==> src/rtl/core_seq_if.sv <==
// Pin bundle between the sequencer and the SRAM macros / corelet.
// The master side (core_seq) drives every control pin and observes the output FIFO status.
interface core_seq_if #(
    parameter int AW = 11
);
    logic          xmem_cen;
    logic          xmem_wen;
    logic [AW-1:0] xmem_addr;
    logic          pmem_cen;
    logic          pmem_wen;
    logic [AW-1:0] pmem_addr;
    logic          l0_wr;
    logic          load;
    logic          execute;
    logic          ofifo_rd;
    logic          ofifo_valid;

    modport master (
        output xmem_cen, xmem_wen, xmem_addr,
        output pmem_cen, pmem_wen, pmem_addr,
        output l0_wr, load, execute, ofifo_rd,
        input  ofifo_valid
    );

    modport slave (
        input  xmem_cen, xmem_wen, xmem_addr,
        input  pmem_cen, pmem_wen, pmem_addr,
        input  l0_wr, load, execute, ofifo_rd,
        output ofifo_valid
    );
endinterface

==> src/rtl/core_seq.sv <==
// Instruction sequencer for the systolic core: one start runs weight fetch, kernel load,
// activation fetch, execute and output drain for every kernel tile of the command.
//
// state  | meaning
// IDLE   | waiting for start
// CHECK  | config captured; skip to FIN on an empty command
// WFETCH | read COL weight vectors of the current tile into L0
// KLOAD  | corelet kernel load, ROW+COL cycles
// XFETCH | read N activation vectors into L0
// EXEC   | corelet execute, N+ROW+COL cycles; output writes allowed
// DRAIN  | wait for the tile's N output writes to complete
// FIN    | one-cycle done pulse
module core_seq #(
    parameter int ROW = 8,
    parameter int COL = 8,
    parameter int AW  = 11,
    parameter int NW  = 11,
    parameter int TW  = 4
) (
    input  logic          clk,
    input  logic          reset,
    input  logic          start,
    input  logic [AW-1:0] cfg_w_base,
    input  logic [AW-1:0] cfg_x_base,
    input  logic [AW-1:0] cfg_out_base,
    input  logic [NW-1:0] cfg_n_x,
    input  logic [TW-1:0] cfg_tiles,
    output logic          busy,
    output logic          done,
    core_seq_if.master    bus
);

    localparam int CW = NW + $clog2(ROW + COL + 1) + 1;
    localparam logic [CW-1:0] WF_LAST  = CW'(COL - 1);
    localparam logic [CW-1:0] KL_LAST  = CW'(ROW + COL - 1);
    localparam logic [CW-1:0] EX_EXTRA = CW'(ROW + COL);
    localparam logic [AW-1:0] COL_AW   = AW'(COL);

    typedef enum logic [2:0] {
        S_IDLE,
        S_CHECK,
        S_WFETCH,
        S_KLOAD,
        S_XFETCH,
        S_EXEC,
        S_DRAIN,
        S_FIN
    } state_t;

    state_t        state_q, state_d;
    logic [CW-1:0] cnt_q, cnt_d;
    logic [TW-1:0] tile_q, tile_d;
    logic [NW-1:0] k_q, k_d;
    logic [AW-1:0] xaddr_q, xaddr_d;
    logic [AW-1:0] wtb_q, wtb_d;
    logic [AW-1:0] obase_q, obase_d;
    logic [AW-1:0] xb_q, xb_d;
    logic [NW-1:0] n_q, n_d;
    logic [TW-1:0] tiles_q, tiles_d;
    logic          l0_wr_q, l0_wr_d;

    logic rd_en;
    logic wr_en;
    logic last_tile;

    assign rd_en     = (state_q == S_WFETCH) || (state_q == S_XFETCH);
    assign wr_en     = ((state_q == S_EXEC) || (state_q == S_DRAIN)) && bus.ofifo_valid && (k_q < n_q);
    assign last_tile = ((TW + 1)'(tile_q) + (TW + 1)'(1)) == (TW + 1)'(tiles_q);

    always_comb begin
        state_d = state_q;
        cnt_d   = cnt_q;
        tile_d  = tile_q;
        k_d     = k_q;
        xaddr_d = xaddr_q;
        wtb_d   = wtb_q;
        obase_d = obase_q;
        xb_d    = xb_q;
        n_d     = n_q;
        tiles_d = tiles_q;
        // SRAM read data appears one cycle after the read, so the L0 write trails it.
        l0_wr_d = rd_en;

        if (wr_en) begin
            k_d = k_q + 1'b1;
        end
        if (rd_en) begin
            xaddr_d = xaddr_q + 1'b1;
        end

        case (state_q)
            S_IDLE: begin
                if (start) begin
                    wtb_d   = cfg_w_base;
                    xb_d    = cfg_x_base;
                    obase_d = cfg_out_base;
                    n_d     = cfg_n_x;
                    tiles_d = cfg_tiles;
                    tile_d  = '0;
                    k_d     = '0;
                    cnt_d   = '0;
                    state_d = S_CHECK;
                end
            end
            S_CHECK: begin
                if ((n_q == '0) || (tiles_q == '0)) begin
                    state_d = S_FIN;
                end else begin
                    state_d = S_WFETCH;
                    cnt_d   = WF_LAST;
                    xaddr_d = wtb_q;
                    k_d     = '0;
                end
            end
            S_WFETCH: begin
                cnt_d = cnt_q - 1'b1;
                if (cnt_q == '0) begin
                    state_d = S_KLOAD;
                    cnt_d   = KL_LAST;
                end
            end
            S_KLOAD: begin
                cnt_d = cnt_q - 1'b1;
                if (cnt_q == '0) begin
                    state_d = S_XFETCH;
                    cnt_d   = CW'(n_q) - 1'b1;
                    xaddr_d = xb_q;
                end
            end
            S_XFETCH: begin
                cnt_d = cnt_q - 1'b1;
                if (cnt_q == '0) begin
                    state_d = S_EXEC;
                    cnt_d   = CW'(n_q) + EX_EXTRA - 1'b1;
                end
            end
            S_EXEC: begin
                cnt_d = cnt_q - 1'b1;
                if (cnt_q == '0) begin
                    state_d = S_DRAIN;
                    cnt_d   = '0;
                end
            end
            S_DRAIN: begin
                if (k_q == n_q) begin
                    if (last_tile) begin
                        state_d = S_FIN;
                    end else begin
                        state_d = S_WFETCH;
                        tile_d  = tile_q + 1'b1;
                        wtb_d   = wtb_q + COL_AW;
                        xaddr_d = wtb_q + COL_AW;
                        obase_d = obase_q + AW'(n_q);
                        k_d     = '0;
                        cnt_d   = WF_LAST;
                    end
                end
            end
            S_FIN: begin
                state_d = S_IDLE;
            end
            default: begin
                state_d = S_IDLE;
            end
        endcase
    end

    always_ff @(posedge clk) begin
        if (reset) begin
            state_q <= S_IDLE;
            cnt_q   <= '0;
            tile_q  <= '0;
            k_q     <= '0;
            xaddr_q <= '0;
            wtb_q   <= '0;
            obase_q <= '0;
            xb_q    <= '0;
            n_q     <= '0;
            tiles_q <= '0;
            l0_wr_q <= 1'b0;
        end else begin
            state_q <= state_d;
            cnt_q   <= cnt_d;
            tile_q  <= tile_d;
            k_q     <= k_d;
            xaddr_q <= xaddr_d;
            wtb_q   <= wtb_d;
            obase_q <= obase_d;
            xb_q    <= xb_d;
            n_q     <= n_d;
            tiles_q <= tiles_d;
            l0_wr_q <= l0_wr_d;
        end
    end

    assign bus.xmem_cen  = ~rd_en;
    assign bus.xmem_wen  = 1'b1;
    assign bus.xmem_addr = rd_en ? xaddr_q : '0;
    assign bus.pmem_cen  = ~wr_en;
    assign bus.pmem_wen  = ~wr_en;
    assign bus.pmem_addr = wr_en ? (obase_q + AW'(k_q)) : '0;
    assign bus.l0_wr     = l0_wr_q;
    assign bus.load      = (state_q == S_KLOAD);
    assign bus.execute   = (state_q == S_EXEC);
    assign bus.ofifo_rd  = wr_en;
    assign busy          = (state_q != S_IDLE) && (state_q != S_FIN);
    assign done          = (state_q == S_FIN);

endmodule

==> src/flat_wrapper.sv <==
// flat-port wrapper written by rule: the top's interface ports become plain ports
module core_seq_flat 
#(
    parameter int ROW = 8,
    parameter int COL = 8,
    parameter int AW  = 11,
    parameter int NW  = 11,
    parameter int TW  = 4
)
  (clk, reset, start, cfg_w_base, cfg_x_base, cfg_out_base, cfg_n_x, cfg_tiles, busy, done, bus_xmem_cen, bus_xmem_wen, bus_xmem_addr, bus_pmem_cen, bus_pmem_wen, bus_pmem_addr, bus_l0_wr, bus_load, bus_execute, bus_ofifo_rd, bus_ofifo_valid);
  core_seq_if #(.AW(AW)) bus_i ();
  input  logic clk;
  input  logic reset;
  input  logic start;
  input  logic [AW-1:0] cfg_w_base;
  input  logic [AW-1:0] cfg_x_base;
  input  logic [AW-1:0] cfg_out_base;
  input  logic [NW-1:0] cfg_n_x;
  input  logic [TW-1:0] cfg_tiles;
  output logic busy;
  output logic done;
  output wire logic [$bits(bus_i.xmem_cen)-1:0] bus_xmem_cen;
  output wire logic [$bits(bus_i.xmem_wen)-1:0] bus_xmem_wen;
  output wire logic [$bits(bus_i.xmem_addr)-1:0] bus_xmem_addr;
  output wire logic [$bits(bus_i.pmem_cen)-1:0] bus_pmem_cen;
  output wire logic [$bits(bus_i.pmem_wen)-1:0] bus_pmem_wen;
  output wire logic [$bits(bus_i.pmem_addr)-1:0] bus_pmem_addr;
  output wire logic [$bits(bus_i.l0_wr)-1:0] bus_l0_wr;
  output wire logic [$bits(bus_i.load)-1:0] bus_load;
  output wire logic [$bits(bus_i.execute)-1:0] bus_execute;
  output wire logic [$bits(bus_i.ofifo_rd)-1:0] bus_ofifo_rd;
  input wire logic [$bits(bus_i.ofifo_valid)-1:0] bus_ofifo_valid;
  assign bus_xmem_cen = bus_i.xmem_cen;
  assign bus_xmem_wen = bus_i.xmem_wen;
  assign bus_xmem_addr = bus_i.xmem_addr;
  assign bus_pmem_cen = bus_i.pmem_cen;
  assign bus_pmem_wen = bus_i.pmem_wen;
  assign bus_pmem_addr = bus_i.pmem_addr;
  assign bus_l0_wr = bus_i.l0_wr;
  assign bus_load = bus_i.load;
  assign bus_execute = bus_i.execute;
  assign bus_ofifo_rd = bus_i.ofifo_rd;
  assign bus_i.ofifo_valid = bus_ofifo_valid;
  core_seq #(.ROW(ROW), .COL(COL), .AW(AW), .NW(NW), .TW(TW)) u_core (.clk(clk), .reset(reset), .start(start), .cfg_w_base(cfg_w_base), .cfg_x_base(cfg_x_base), .cfg_out_base(cfg_out_base), .cfg_n_x(cfg_n_x), .cfg_tiles(cfg_tiles), .busy(busy), .done(done), .bus(bus_i));
endmodule
==> config.mk <==
export PLATFORM = sky130hd
export DESIGN_NAME = core_seq_flat
export DESIGN_NICKNAME = d
export VERILOG_FILES = /design/src/rtl/core_seq_if.sv /design/src/rtl/core_seq.sv /design/src/flat_wrapper.sv
export SDC_FILE = /design/constraint.sdc
export NUM_CORES = 1
export LEC_CHECK = 0
export BUFFER_PORTS_ARGS = -buffer_cell sky130_fd_sc_hd__buf_2
export CAP_MARGIN = 20
export CORE_MARGIN = 4
export CORE_UTILIZATION = 60
export DETAILED_ROUTE_END_ITERATION = 8
export PLACE_DENSITY_LB_ADDON = 0.12
export SYNTH_ARGS = -nofsm -noshare
export SYNTH_HDL_FRONTEND = slang
export SYNTH_SLANG_ARGS = --single-unit
==> constraint.sdc <==
create_clock -name clk -period 5.25 [get_ports clk]
set_input_delay 1.05 -clock clk [delete_from_list [all_inputs] [get_ports clk]]
set_output_delay 1.05 -clock clk [all_outputs]
set_load 0.05 [all_outputs]
After elaboration in Yosys (flattened, before gate mapping)
Index checks and enable logic that the tools add are counted.
- reductions and logical operators: 17
- add/sub/neg operators: 11
- magnitude comparators: 1
- eq/ne operators: 18
- bitwise operators: 2
- muxes and demuxes: 44
- operators with widths (cell ; count):
    2-to-1 mux 11 bit ; 18
    2-to-1 mux 17 bit ; 8
    case mux 17 bit (7 select lines) ; 1
    case mux 11 bit (3 select lines) ; 2
    case mux 11 bit (2 select lines) ; 2
    subtractor 17 x 1 -> 17 bit, second input constant ; 2
    2-to-1 mux 3 bit ; 8
    case mux 3 bit (8 select lines) ; 1
    adder 11 x 1 -> 11 bit, second input constant ; 2
    adder 11 bit ; 2
    zero test 17 bit ; 1
    adder 11 x 5 -> 12 bit, second input constant ; 1
    equality test 3 bit, second input constant ; 4
    2-to-1 mux 4 bit ; 3
    inequality test 2 bit, second input constant ; 6
    subtractor 11 x 1 -> 12 bit, second input constant ; 1
    adder 11 x 4 -> 11 bit, second input constant ; 1
    equality test 11 bit ; 1
    zero test 11 bit ; 1
    < comparator 11 bit ; 1
    case mux 4 bit (2 select lines) ; 1
    nonzero test 7 bit ; 1
    equality test 3 x 2 -> 1 bit, second input constant ; 2
    AND reduction 6 bit ; 1
    other kinds (16) ; 22
- logic and storage cells: 104
- bits in registers: 95
- output and inout bits: 32
- input bits: 52

Logic depth before layout (Yosys ltp)
- depth in word-level cells: 8
- depth in mapped cells: 12
- gate-level depth less buffers: 10

Worst setup path after synthesis
No wires, ideal clock.
- kind: reg-to-output
- start: register u_core.n_q[4]
- end: output bus_pmem_addr[7]
- cell stages (with the launch flop): 12
- buffers on the path: 2
- arrival time: 4.452 ns
- setup slack: -0.252 ns
- required time: 4.200 ns
- cells stage by stage: dfxtp_1 -> clkbuf_1 -> inv_1 -> ha_1 -> nand4_1 -> nor2_1 -> a211oi_1 -> o21ai_1 -> nor2_1 -> inv_1 -> clkbuf_1 -> nor3b_1
- longest elaborated chain between the ends: 3
- RTL lines (what ; line ; text):
    from (decl) ; core_seq.sv:58 ; logic [NW-1:0] n_q, n_d;
    from (signal assigned) ; core_seq.sv:190 ; n_q <= n_d;
    < comparator 11 bit ; core_seq.sv:67 ; assign wr_en = ((state_q == S_EXEC) || (state_q == S_DRAIN)) && bus.ofifo_valid && (k_q < n_q);
    logical AND 1 bit ; core_seq.sv:67 ;
    named net bus_ofifo_rd ; flat_wrapper.sv:31 ; output wire logic [$bits(bus_i.ofifo_rd)-1:0] bus_ofifo_rd;
    2-to-1 mux 11 bit ; core_seq.sv:201 ; assign bus.pmem_addr = wr_en ? (obase_q + AW'(k_q)) : '0;
    to (decl) ; flat_wrapper.sv:27 ; output wire logic [$bits(bus_i.pmem_addr)-1:0] bus_pmem_addr;
The timed path passes the listed nets, and every way through them passes these cells.

Worst setup path after layout
- start: register u_core.n_q[4]
- end: output bus_pmem_addr[7]
- longest elaborated chain between the ends: 3
- RTL lines (what ; line):
    < comparator 11 bit ; core_seq.sv:67
    logical AND 1 bit ; core_seq.sv:67
    2-to-1 mux 11 bit ; core_seq.sv:201
No other way between the ends.

==> flow_summary.toml <==
[critical_path]
cp_slowest_cell = "dfxtp_1"
cpPeakStageDelay_ns = 0.69
critical_path_class = "flip-flop to primary output"
start_kind = "flip-flop"
crit_required_ns = 4.20
crit_fanout = 17
cp-end-kind = "primary output"
crit_arrival_ns = 3.50
path_cells = "inv_1 > ha_1 > nand4_1 > nor2_1 > a211oi_1 > o21ai_1 > nor2_1 > inv_1 > nor3b_2 > buf_2"

[logic_synthesis]
syn_nets = 1028
synth_ff_type = "dfxtp_1"
synthAdderAreaFrac_pct = 9.05
muxShareOfSynthArea_pct = 1.17
synth-simple-area-share_pct = 27.5
synth_cell_types = 81
synth_top_family_by_area = "simple AND/OR/NAND/NOR gates"
synth_area_leaders = "dfxtp_1 27%, ha_1 8.5%, nand2_1 7.1%, a21oi_1 6.4%, nor2_1 5.2%"
synthCells = 927
synth_edf_count = 0
yosysWarningCount = 0
synth_compound_area_share_pct = 23.3
synthXorXnorAreaFrac_pct = 6.69
yosysTopAreaCellShare_pct = 27.4
async_reset_ff_share_pct = 0
yosysTopAreaCell = "dfxtp_1"
ys_ff_latch = 95
ys_seq_area_share_pct = 27.4
synth_area_um2 = 6940
avgSynthCellArea_um2 = 7.48

[timing]
skew_ns = 0.0117
fmax_mhz = 220
fin_ws_ns = 0.699
finalCritPeriodShare_pct = 86.7
setup_viol = 0
finalMaxSlewViolations = 0
holdWs_ns = 0.457
worst-slew-pin-transition_ns = 1.02
rsz0062_at_grt = "false"
finalHoldViolCount = 0
period_needed_ns = 4.55
slew_headroom_pct = 31.8
tns_ns = 0

[detailed_routing]
routedWlPerCell_um = 17.2
vias = 6988
antenna_left = 0
finalWirelength_um = 19400
drt-pass1-iter-count = 7
drc_errors = 0
vias_per_cell = 6.21
drt_iter0_drc = 616

[clock_tree]
clock_latency_ns = 0.36
cts-root-buf = "clkbuf_16"
clock_sinks = 95
postCtsSetupRepairBufs = 0
cts_resized = 0
path_clk_slew_ns = 0.07
cts_inserted_buffers = 9
clockBufferDepth = 2
htreeDepth = 3
cts_tree = "yes"
ctsHoldBuffers = 0

[global_routing]
grt.total_usage_pct = 29.7
grt_max_degree = 46
antenna_found_initial = 2
gr-total-overflow = 0
grt_pass1_wl_um = 31700
grt_pass1_vias = 6418

[power_and_ir_drop]
combPwrFrac_pct = 56.3
swShare_pct = 48.9
p_clk_share_pct = 16.2
power_switching_w = 0.00189
leakagePower_nw = 3.15
seq_power_share_pct = 27.5
cell_internal_pwr_w = 0.00198
power.density_nw_per_um2 = 507
ir_worst_vdd_mv = 0.611

[job]
maxCapViolCount = 0

[finish]
syn2layout_area_growth_pct = 10.1
layout.nets = 1080
layout_commonest_cell = "nand2_1"
final_core_util_pct = 67.2
final_cell_mix = "131 x nand2_1, 96 x nor2_1, 95 x dfxtp_1"
drive_gt1_share_pct = 12.7
seq_area_um2 = 1900
fin_area_um2 = 7640
antenna_cells = 0
fill_cells = 1048
multi_input_area_um2 = 4710

[placed_design]
dpl.hpwl_um = 14200
place_worst_setup_slack_ns = 1.10
postPlaceCellArea_um2 = 7370
portBuffers = 82
gp_congestion = 0.923

[min_path]
hold_class = "flip-flop to flip-flop"

[die]
ioPinCount = 84
placement_rows = 39
core-area_um2 = 11400
fp.dieH_um = 116
start_util_pct = 61.0
die_area_um2 = 13300
die_width_um = 116

[outcome]
status = "completed"
## synthesized netlist by cell type (all sizes together) (5+ instances only)
cell / n
nand2: 132
nor2: 99
dfxtp: 95
a21oi: 89
ha: 47
o21ai: 41
clkbuf: 35
xnor2: 35
inv: 29
nand3: 28
nor3: 24
and2: 23
nor4: 18
xor2: 18
a211oi: 14
buf: 13
or3: 13
a21o: 12
nand2b: 10
a31oi: 9
nor2b: 9
a22oi: 8
and3: 7
mux2i: 7
o22ai: 7
a221oi: 6
or4: 6
a22o: 5
a2bb2oi: 5
nand4: 5
nor3b: 5
o311ai: 5
## final cells by class
| type | count | share of cell area, % |
|---|---|---|
| clock inverters | 6 | 0.573 |
| repair buffers | 89 | 6.06 |
| multi-input cells | 753 | 61.6 |
| flip-flops and latches | 95 | 24.9 |
| well taps | 143 | 2.34 |
| inverters | 31 | 1.52 |
| clock buffers | 9 | 2.95 |
## worst paths after layout
| check | start | end | slack [ns] | cells past startpoint |
|---|---|---|---|---|
| max | u_core.n_q[4] | bus_pmem_addr[7] | 0.70 | 10 |
| min | u_core.xb_q[10] | u_core.xb_q[10] | 0.46 | 2 |
| max reg2reg | u_core.n_q[6] | u_core.cnt_q[12] | 1.53 | 9 |
| min reg2reg | u_core.xb_q[10] | u_core.xb_q[10] | 0.46 | 2 |
## cell families after synthesis
group	after synthesis
DFF	95
xor gates and xnor gates	53
adders and majority gates	49
muxes	8
AOI/OAI and AO/OA	249
and+or+nand+nor	393
buffers and inverters	79
other	1
## worst max-delay path: cells and delay by family, from the launching register on
family	cells	cell delay [ns]
AO/OA/AOI/OAI	2	0.40
adder cells (fa/ha/maj)	1	0.34
buffers and inverters	3	0.80
flip-flops	1	0.69
AND/OR/NAND/NOR	4	0.92
## layer usage
metal | wire, µm | global-route usage, % | vias to the layer above
li1 | - | - | 3435
met1 | 8670 | 39.9 | 3235
met2 | 8950 | 47.9 | 281
met3 | 1310 | 6.32 | 33
met4 | 448 | 9.70 | 4
met5 | 23 | 0 | -
## state kept, by name, summed over array words and instances (netlist names), 3 cells and up
signal	cells
u_core.wtb_q	11
u_core.obase_q	11
u_core.tiles_q	4
u_core.xaddr_q	11
u_core.k_q	11
u_core.cnt_q	17
u_core.tile_q	4
u_core.n_q	11
u_core.xb_q	11
u_core.state_q	3
## power groups by stage
stage               logic (W)  registers [W]  clock network, W
floorplan             0.00177       0.000999                 0
global placement      0.00213        0.00107                 0
detailed placement    0.00214        0.00107                 0
CTS                   0.00215        0.00106          0.000635
global route          0.00242        0.00109          0.000661
finish                0.00218        0.00107          0.000627
## metrics by stage
| stage | std cells | power [W] |
|---|---|---|
| floorplan | 927 | 0.00277 |
| global placement | 1111 | 0.00320 |
| detailed placement | 1111 | 0.00321 |
| CTS | 1126 | 0.00385 |
| global route | 1126 | 0.00417 |
| finish | 1126 | 0.00387 |
Power figures use the tool's default switching activity.
